File: src/rtl/dds_ctrl_pkg.sv
// Shared types and default widths for the DDS sweep controller.
//   state_t : controller FSM states
//   dir_t   : sweep direction (used only when DDS_SWEEP_TRIANGLE_EN is defined)
package dds_ctrl_pkg;

    localparam int unsigned DEF_ACC_W   = 32;
    localparam int unsigned DEF_DWELL_W = 16;

    typedef enum logic [1:0] {
        IDLE  = 2'd0,
        PRIME = 2'd1,
        RUN   = 2'd2,
        HOLD  = 2'd3
    } state_t;

    typedef enum logic {
        UP   = 1'b0,
        DOWN = 1'b1
    } dir_t;

endpackage

File: src/rtl/dds_sweep_ctrl_dwell_timer.sv
// Dwell counter: loads a dwell value, counts down to zero and holds there.
//   clk, reset : clock, asynchronous active-high reset
//   load       : load load_val (has priority over dec)
//   load_val   : dwell reload value
//   dec        : decrement by one (saturates at zero)
//   zero_c     : count is zero (combinational from the count register)
module dds_dwell_timer #(
    parameter int unsigned W = 16
) (
    input  logic         clk,
    input  logic         reset,
    input  logic         load,
    input  logic [W-1:0] load_val,
    input  logic         dec,
    output logic         zero_c
);

    logic [W-1:0] count;

    // Down counter with load priority
    always_ff @(posedge clk or posedge reset) begin
        if (reset) begin
            count <= '0;
        end else if (load) begin
            count <= load_val;
        end else if (dec && (count != '0)) begin
            count <= count - W'(1);
        end
    end

    assign zero_c = (count == '0);

endmodule

File: src/rtl/dds_sweep_ctrl.sv
// Sequencer for the DDS sine core: linear frequency sweep from a start step
// word to a stop step word, each step held for cfg_dwell+1 RUN cycles.
// Optional macro DDS_SWEEP_TRIANGLE_EN: repeating sweeps run up/down
// (triangle) instead of jumping back to start (sawtooth).
// Ports:
//   clk, reset        : clock, asynchronous active-high reset
//   cfg_valid/ready   : configuration handshake (ready in IDLE and HOLD)
//   cfg_start_step, cfg_stop_step, cfg_delta, cfg_dwell, cfg_phase, cfg_repeat
//                     : sweep configuration, latched into shadow registers
//   run               : level; starts from IDLE, rising edge restarts from HOLD
//   abort             : synchronous return to IDLE
//   step_out, phase_out, dds_reset_n : DDS core controls (registered)
//   busy, done, wrap  : status (busy in PRIME/RUN, done/wrap one-cycle pulses)
module dds_sweep_ctrl
    import dds_ctrl_pkg::*;
#(
    parameter int unsigned ACC_W   = DEF_ACC_W,
    parameter int unsigned DWELL_W = DEF_DWELL_W
) (
    input  logic               clk,
    input  logic               reset,
    input  logic               cfg_valid,
    output logic               cfg_ready,
    input  logic [ACC_W-1:0]   cfg_start_step,
    input  logic [ACC_W-1:0]   cfg_stop_step,
    input  logic [ACC_W-1:0]   cfg_delta,
    input  logic [DWELL_W-1:0] cfg_dwell,
    input  logic [ACC_W-1:0]   cfg_phase,
    input  logic               cfg_repeat,
    input  logic               run,
    input  logic               abort,
    output logic [ACC_W-1:0]   step_out,
    output logic [ACC_W-1:0]   phase_out,
    output logic               dds_reset_n,
    output logic               busy,
    output logic               done,
    output logic               wrap
);

    state_t               state, state_nx;
    logic [ACC_W-1:0]     sh_start, sh_stop, sh_delta, sh_phase;
    logic [DWELL_W-1:0]   sh_dwell;
    logic                 sh_repeat, cfg_loaded, run_q;
    logic                 cfg_accept;
    logic [ACC_W-1:0]     eff_start, eff_phase;
    logic [DWELL_W-1:0]   eff_dwell;
    logic [ACC_W-1:0]     step_nx, phase_nx;
    logic                 rstn_nx, done_nx, wrap_nx, busy_nx, ready_nx;
    logic                 tmr_load, tmr_dec, tmr_zero;
    logic [DWELL_W-1:0]   tmr_val;
    logic [ACC_W:0]       sum_w;
    logic                 at_stop;

    assign cfg_accept = cfg_valid & cfg_ready;

    // A config accepted on the same edge that starts PRIME is used immediately
    assign eff_start = cfg_accept ? cfg_start_step : sh_start;
    assign eff_phase = cfg_accept ? cfg_phase      : sh_phase;
    assign eff_dwell = cfg_accept ? cfg_dwell      : sh_dwell;

    // Extra bit catches carry-out so the step word clamps instead of wrapping
    assign sum_w   = {1'b0, step_out} + {1'b0, sh_delta};
    assign at_stop = (sum_w >= {1'b0, sh_stop});

`ifdef DDS_SWEEP_TRIANGLE_EN
    dir_t           dir, dir_nx;
    logic [ACC_W:0] diff_w;
    logic           at_start;

    // Borrow (MSB set) means we went below zero, which is below start too
    assign diff_w   = {1'b0, step_out} - {1'b0, sh_delta};
    assign at_start = diff_w[ACC_W] | (diff_w <= {1'b0, sh_start});
`endif

    dds_dwell_timer #(
        .W (DWELL_W)
    ) u_timer (
        .clk      (clk),
        .reset    (reset),
        .load     (tmr_load),
        .load_val (tmr_val),
        .dec      (tmr_dec),
        .zero_c   (tmr_zero)
    );

    // Next-state and next-output logic
    always_comb begin
        state_nx = state;
        step_nx  = step_out;
        phase_nx = phase_out;
        rstn_nx  = dds_reset_n;
        done_nx  = 1'b0;
        wrap_nx  = 1'b0;
        tmr_load = 1'b0;
        tmr_dec  = 1'b0;
        tmr_val  = sh_dwell;
`ifdef DDS_SWEEP_TRIANGLE_EN
        dir_nx   = dir;
`endif
        unique case (state)
            IDLE: begin
                step_nx = '0;
                rstn_nx = 1'b0;
                if (run && (cfg_loaded || cfg_accept)) begin
                    state_nx = PRIME;
                    step_nx  = eff_start;
                    phase_nx = eff_phase;
                    tmr_load = 1'b1;
                    tmr_val  = eff_dwell;
`ifdef DDS_SWEEP_TRIANGLE_EN
                    dir_nx   = UP;
`endif
                end
            end
            PRIME: begin
                // Core leaves reset together with the first RUN (or HOLD) cycle
                rstn_nx = 1'b1;
                if (sh_delta == '0) begin
                    state_nx = HOLD;
                    done_nx  = 1'b1;
                end else begin
                    state_nx = RUN;
                end
            end
            RUN: begin
                rstn_nx = 1'b1;
                if (!tmr_zero) begin
                    tmr_dec = 1'b1;
                end else begin
                    tmr_load = 1'b1;
`ifdef DDS_SWEEP_TRIANGLE_EN
                    if (dir == DOWN) begin
                        if (at_start) begin
                            step_nx = sh_start;
                            dir_nx  = UP;
                            wrap_nx = 1'b1;
                        end else begin
                            step_nx = diff_w[ACC_W-1:0];
                        end
                    end else if (at_stop) begin
                        step_nx = sh_stop;
                        if (sh_repeat) begin
                            dir_nx = DOWN;
                        end else begin
                            state_nx = HOLD;
                            done_nx  = 1'b1;
                            tmr_load = 1'b0;
                        end
                    end else begin
                        step_nx = sum_w[ACC_W-1:0];
                    end
`else
                    if (at_stop) begin
                        if (sh_repeat) begin
                            step_nx = sh_start;
                            wrap_nx = 1'b1;
                        end else begin
                            step_nx  = sh_stop;
                            state_nx = HOLD;
                            done_nx  = 1'b1;
                            tmr_load = 1'b0;
                        end
                    end else begin
                        step_nx = sum_w[ACC_W-1:0];
                    end
`endif
                end
            end
            HOLD: begin
                rstn_nx = 1'b1;
                if (run && !run_q) begin
                    state_nx = PRIME;
                    rstn_nx  = 1'b0;
                    step_nx  = eff_start;
                    phase_nx = eff_phase;
                    tmr_load = 1'b1;
                    tmr_val  = eff_dwell;
`ifdef DDS_SWEEP_TRIANGLE_EN
                    dir_nx   = UP;
`endif
                end
            end
            default: state_nx = IDLE;
        endcase

        // Abort overrides everything; shadow config is left intact
        if (abort) begin
            state_nx = IDLE;
            step_nx  = '0;
            rstn_nx  = 1'b0;
            done_nx  = 1'b0;
            wrap_nx  = 1'b0;
            tmr_load = 1'b0;
            tmr_dec  = 1'b0;
        end

        busy_nx  = (state_nx == PRIME) || (state_nx == RUN);
        ready_nx = (state_nx == IDLE)  || (state_nx == HOLD);
    end

    // State register
    always_ff @(posedge clk or posedge reset) begin
        if (reset) begin
            state <= IDLE;
        end else begin
            state <= state_nx;
        end
    end

    // Registered outputs
    always_ff @(posedge clk or posedge reset) begin
        if (reset) begin
            step_out    <= '0;
            phase_out   <= '0;
            dds_reset_n <= 1'b0;
            busy        <= 1'b0;
            done        <= 1'b0;
            wrap        <= 1'b0;
            cfg_ready   <= 1'b0;
            run_q       <= 1'b0;
        end else begin
            step_out    <= step_nx;
            phase_out   <= phase_nx;
            dds_reset_n <= rstn_nx;
            busy        <= busy_nx;
            done        <= done_nx;
            wrap        <= wrap_nx;
            cfg_ready   <= ready_nx;
            run_q       <= run;
        end
    end

`ifdef DDS_SWEEP_TRIANGLE_EN
    // Sweep direction
    always_ff @(posedge clk or posedge reset) begin
        if (reset) begin
            dir <= UP;
        end else begin
            dir <= dir_nx;
        end
    end
`endif

    // Shadow configuration; only writable while cfg_ready (never while busy)
    always_ff @(posedge clk or posedge reset) begin
        if (reset) begin
            sh_start   <= '0;
            sh_stop    <= '0;
            sh_delta   <= '0;
            sh_dwell   <= '0;
            sh_phase   <= '0;
            sh_repeat  <= 1'b0;
            cfg_loaded <= 1'b0;
        end else if (cfg_accept) begin
            sh_start   <= cfg_start_step;
            sh_stop    <= cfg_stop_step;
            sh_delta   <= cfg_delta;
            sh_dwell   <= cfg_dwell;
            sh_phase   <= cfg_phase;
            sh_repeat  <= cfg_repeat;
            cfg_loaded <= 1'b1;
        end
    end

endmodule

File: config.mk
export PLATFORM = sky130hd
export DESIGN_NAME = dds_sweep_ctrl
export DESIGN_NICKNAME = d
export VERILOG_FILES = /design/src/rtl/dds_ctrl_pkg.sv /design/src/rtl/dds_sweep_ctrl_dwell_timer.sv /design/src/rtl/dds_sweep_ctrl.sv
export SDC_FILE = /design/constraint.sdc
export NUM_CORES = 1
export LEC_CHECK = 0
export CORE_UTILIZATION = 53
export CTS_CLUSTER_SIZE = 16
export DETAILED_ROUTE_END_ITERATION = 12
export HOLD_SLACK_MARGIN = 0.1
export PLACE_DENSITY_LB_ADDON = 0.15
export SYNTH_ARGS = -nofsm -noshare
export SYNTH_HDL_FRONTEND = slang
export SYNTH_SLANG_ARGS = --single-unit
File: constraint.sdc
create_clock -name clk -period 9.6 [get_ports clk]
set_clock_uncertainty 0.05 [all_clocks]
set_input_delay 1.92 -clock clk [delete_from_list [all_inputs] [get_ports clk]]
set_output_delay 1.92 -clock clk [all_outputs]
set_load 0.02 [all_outputs]
Word level (Yosys, flattened, before mapping)
Cells that the tools add are included.
Word-level totals
  register bits: 234
  input bits: 150
  output and inout bits: 69
  logic and storage cells: 98
Cells by class
  $add $sub $neg: 2
  $lt $le $gt $ge: 1
  eq/ne operators: 10
  multiplexer cells: 49
  bitwise gates (word level): 1
  reductions and logical operators: 18
Operators by type and width (count)
  2-to-1 mux 32 bit: 10
  case mux 32 bit (3 select lines): 1
  2-to-1 mux 16 bit: 5
  case mux 32 bit (2 select lines): 1
  adder 32 x 32 -> 33 bit: 1
  >= comparator 33 x 32 -> 1 bit: 1
  logical NOT 32 bit: 1
  case mux 16 bit (2 select lines): 1
  2-to-1 mux 1 bit: 21
  logical NOT 16 bit: 1
  nonzero test 16 bit: 1
  subtractor 16 x 1 -> 16 bit, second input constant: 1
  2-to-1 mux 2 bit: 6
  equality test 2 bit, second input constant: 4
  case mux 2 bit (4 select lines): 1
  != test 3 bit, second input constant: 2
  case mux 1 bit (3 select lines): 2
  AND reduction 3 bit: 2
  equality test 2 x 1 -> 1 bit, second input constant: 2
  logical NOT 2 bit: 2
  != test 2 bit, second input constant: 2
  nonzero test 2 bit: 2
  nonzero test 4 bit: 1
  logical AND 1 bit: 3
  5 further kinds: 7

Depth between registers and ports, before layout
  word-level depth: 8
  gate-level depth with buffers: 22
  mapped depth without buffers: 21

By module
A second synthesis with hierarchy kept.
Second synthesis, totals
  cells, all modules: 1263
  area, all modules: 13025.0 um2
By module, submodules not included
  dds_sweep_ctrl: times used 1, cells each 1141, area an instance 11990.2 um2, seq. area each 5455.2 um2
  dds_dwell_timer: times used 1, cells each 122, area an instance 1034.7 um2, seq. area each 400.4 um2

Least setup slack after synthesis
OpenSTA, ideal clock, no wires.
  kind: flip-flop to flip-flop
  start: register step_out[0]
  end: register u_timer.count[0]
  library setup time: 0.131 ns
  arrival time: 4.947 ns
  required time: 9.419 ns
  slack: 4.472 ns
  stages on the path, launching flop included: 23
  path buffers: 1
  period minus slack after synthesis: 5.128 ns
  cells stage by stage: dfrtp_1 -> ha_1 -> inv_1 -> fa_1 -> nand2b_1 -> a211oi_1 -> o21ai_1 -> o221ai_1 -> o21ai_1 -> o21ai_1 -> a2111oi_0 -> a311o_1 -> ha_1 -> a211oi_1 -> o21ai_0 -> a22oi_1 -> o311ai_0 -> a31oi_1 -> a21oi_1 -> o21ai_0 -> nand2_1 -> buf_2 -> mux2i_1
On the way
  longest elaborated chain between the ends: 7
  elaborated cells on any way between the ends: 8
  those cells by class: 1 x add/sub; 1 x order compare; 5 x mux; 1 x reduce/logical
Ends and longest elaborated chain
  from (decl): RTL line dds_sweep_ctrl.sv:32  | output logic [ACC_W-1:0] step_out,
  from (signal assigned): RTL line dds_sweep_ctrl.sv:222  | step_out <= step_nx;
  adder 32 x 32 -> 33 bit *: RTL line dds_sweep_ctrl.sv:62  | assign sum_w = {1'b0, step_out} + {1'b0, sh_delta};
  >= comparator 33 x 32 -> 1 bit *: RTL line dds_sweep_ctrl.sv:63  | assign at_stop = (sum_w >= {1'b0, sh_stop});
  2-to-1 mux 1 bit *: RTL line dds_sweep_ctrl.sv:153  | if (at_stop) begin
  2-to-1 mux 1 bit *: RTL line dds_sweep_ctrl.sv:127  | if (!tmr_zero) begin
  case mux 1 bit (3 select lines) *: RTL line dds_sweep_ctrl.sv:100  | unique case (state)
  2-to-1 mux 1 bit *: RTL line dds_sweep_ctrl.sv:187  | if (abort) begin
  2-to-1 mux 16 bit / nonzero test 2 bit (equally long branches)
  to (signal assigned): RTL line dds_sweep_ctrl_dwell_timer.sv:25  | count <= load_val;
  to (signal assigned): RTL line dds_sweep_ctrl_dwell_timer.sv:27  | count <= count - W'(1);
  to (decl): RTL line dds_sweep_ctrl_dwell_timer.sv:18  | logic [W-1:0] count;
Every way passes the cells marked *; elsewhere a longest branch is shown, timed or not.
A chain may end at the register's enable or synchronous reset.

Worst setup path after layout
  start: register step_out[0]
  end: register step_out[30]
On the way
  longest elaborated chain between the ends: 6
Ends and longest elaborated chain (RTL line)
  adder 32 x 32 -> 33 bit *: dds_sweep_ctrl.sv:62
  >= comparator 33 x 32 -> 1 bit: dds_sweep_ctrl.sv:63
  2-to-1 mux 32 bit *: dds_sweep_ctrl.sv:153
  2-to-1 mux 32 bit *: dds_sweep_ctrl.sv:127
  case mux 32 bit (3 select lines) *: dds_sweep_ctrl.sv:100
  2-to-1 mux 32 bit *: dds_sweep_ctrl.sv:187
Every way passes the cells marked *; elsewhere a longest branch is shown, timed or not. The select of a mux whose other input is x is not followed.

==> flow_summary.yaml <==
worst_setup_path:
  reg2reg_depth: 21
  crit_path_max_fanout: 42
  worstSetupPathType: "register to register"
  worstSetupEndpointType: "register"
  reg2reg_slack_ns: 3.45
  crit_required_ns: 10.02
  arrival_ns: 6.57
  cp-start-kind: "register"
  reg2reg_to: "step_out[30]$_DFFE_PP0P_"
  r2r-start: "step_out[0]$_DFFE_PP0P_"
finish:
  layoutNonFillerInstCount: 1622
  fin_nets: 1540
  register_area_mm2: 0.005857
  num_antenna_cells: 0
  areaGrowthSynthToFinish_pct: 26.69
  drive_above_1_share_pct: 15.93
  fillCellCount: 1756
  multi_input_area_mm2: 0.006075
cts:
  ctsHoldBuffers: 0
  cts-root-buf: "clkbuf_16"
  cts_inserted_buffers: 26
  post_cts_buffers: 0
  cts.sink_count: 234
  cts.path.max_buffers: 3
  htree_levels: 1
  ctsResizeCount: 0
  cts_tree: "yes"
  clk_pin_slew_ns: 0.06
  clkLatencyLatePin_ns: 0.54
drt:
  wl_per_cell_um: 18.67
  via_count: 9343
  ant_nets: 0
  routed_wl_mm: 30.28
  drt_iter0_markers: 504
  viasPerCell: 5.760
  drc: 0
  firstDrtPassIters: 5
yosys:
  synth_edf_count: 0
  synth_commonest_cells: "dfrtp_1 (234), mux2_2 (145), nand2_1 (99)"
  async_flop_share_pct: 100.0
  synth_ff_type: "dfrtp_1"
  synth_seq_cells: 234
  synth_most_common_cell: "dfrtp_1"
  synth_area_per_cell_um2: 11.07
  netlist_area_mm2: 0.01231
  synth_fp_nets: 1335
  yosysWarnings: 0
  synth_top_area_cell: "dfrtp_1"
  syn-instance-count: 1112
  synth_area_leaders: "dfrtp_1 (48%), mux2_2 (13%), ha_1 (7.3%)"
  synth_top_area_share_pct: 47.56
  ys_types: 64
  ys_seq_area_share_pct: 47.56
timing:
  whs_ns: 0.4220
  fin_setup_tns_ns: 0
  grt_setup_unrepaired: "false"
  fmax_mhz: 162.6
  finalCriticalPeriod_ns: 6.148
  hold_viol: 0
  setup_viol_count_final: 0
  worst_pin_slew_ns: 1.104
  slew_violations: 0
  slew_headroom_pct: 26.11
  timing.final.crit_share_pct: 64.05
pwr:
  power_density_mw_per_mm2: 283.2
  p_leak_nw: 6.823
  peakVddDrop_mv: 0.2122
  power_mw: 4.417
place:
  port_buffers: 218
  place.gp.congestion: 0.8480
  dp_cells: 1574
  dp_hpwl_mm: 21.18
die:
  io_pins: 219
  die_area_mm2: 0.02384
  die_w_um: 154.4
  start_util_pct: 54.21
  core_mm2: 0.02271
  fp-row-count: 55
  fp.dieH_um: 154.4
global_routing:
  antenna_found_initial: 0
  grt_max_degree: 179
  grt_pass1_vias: 9465
  grt_first_pass_wirelength_mm: 48.96
  grt_usage_pct: 25.69
  grt.overflow.total: 0
run_status:
  status: "finished clean"
flow_run:
  max_cap_violations: 0
hold_path:
  hp-start: "cfg_loaded$_DFFE_PP0P_"
  hold_depth: 1
  hp-class: "register to register"
  worstHoldEndpoint: "cfg_loaded$_DFFE_PP0P_"
routing by layer:
metal / GRT usage, % / share of wire, %
met4: 6.884 / 2.1
met1: 34.95 / 44
met2: 42.00 / 47
met3: 5.156 / 6.4
met5: 0 / 0
kinds of logic after synthesis:
| logic type | Yosys count | share of synthesized area (%) |
|---|---|---|
| AOI/OAI and AO/OA | 253 | 13.82 |
| DFF | 234 | 47.56 |
| and+or+nand+nor | 225 | 8.415 |
| muxes | 186 | 16.60 |
| buffers and inverters | 99 | 3.140 |
| adders and majority gates | 73 | 7.480 |
| xor gates and xnor gates | 42 | 2.988 |
power by group:
group	internal, mW	switching, mW	total [mW]
clock network	0.578	0.409	0.987
logic	0.887	1.06	1.94
registers	1.29	0.193	1.49
critical path: stages, from the launching register on:
cell and delay, ns:
dfrtp_1 0.37, ha_1 0.20, inv_1 0.06, fa_1 0.39
nand2b_1 0.20, a211oi_1 0.29, o21ai_1 0.19, o221ai_1 0.45
o21ai_1 0.21, o21ai_1 0.33, a2111oi_0 0.17, a311o_1 0.37
ha_1 0.32, a211oi_1 0.23, o21ai_0 0.13, a22oi_1 0.16
o311ai_0 0.14, a31oi_1 0.40, nand2_1 0.09, buf_4 0.31
nor2_1 0.72, a221o_1 0.27
cell type report:
type	instances	area share (%)
multi-input combinational	779	38.95
sequential	234	37.55
timing repair buffer	226	14.46
clock buffer	36	4.861
tap	285	2.286
inverter	50	1.251
clock inverter	12	0.6498
through the flow:
step | area, µm² | util (%) | worst slack [ns]
after floorplan | 12310 | - | 1.212
after global placement | 14740 | 64.90 | 3.684
after detailed placement | 14740 | 64.90 | 3.560
after CTS | 15600 | 68.68 | 3.511
after global routing | 15600 | 68.68 | 2.925
final | 15600 | 68.68 | 3.452
worst max path at each step:
stage | start | end | cells after the start | slack (ns)
2_1_floorplan | reset | busy$_DFF_PP0_ | 1 | 1.21
3_3_place_gp | step_out[0]$_DFFE_PP0P_ | step_out[25]$_DFFE_PP0P_ | 21 | 3.68
3_5_place_dp | step_out[0]$_DFFE_PP0P_ | step_out[30]$_DFFE_PP0P_ | 21 | 3.56
4_1_cts | step_out[0]$_DFFE_PP0P_ | step_out[25]$_DFFE_PP0P_ | 21 | 3.51
5_1_grt | sh_delta[0]$_DFFE_PP0P_ | step_out[25]$_DFFE_PP0P_ | 21 | 2.93
6_report | step_out[0]$_DFFE_PP0P_ | step_out[30]$_DFFE_PP0P_ | 21 | 3.45
cell usage in the layout (no fill, tap or decap), types with 26 or more instances in the layout:
master,count
a211oi_1,27
a21oi_1,42
clkbuf_16,26
clkdlybuf4s50_1,218
dfrtp_1,233
ha_1,72
inv_1,49
mux2_2,145
mux2i_1,41
nand2_1,99
nor2_1,57
o21ai_0,82
xnor2_1,26
state kept, by name, indices dropped and copies added (netlist names), 2 cells and up:
| name | count |
|---|---|
| state | 2 |
| sh_phase | 32 |
| sh_dwell | 16 |
| sh_delta | 32 |
| phase_out | 32 |
| sh_start | 32 |
| u_timer.count | 16 |
| step_out | 32 |
| sh_stop | 32 |
Note: power is estimated with default switching activity, not from simulation.
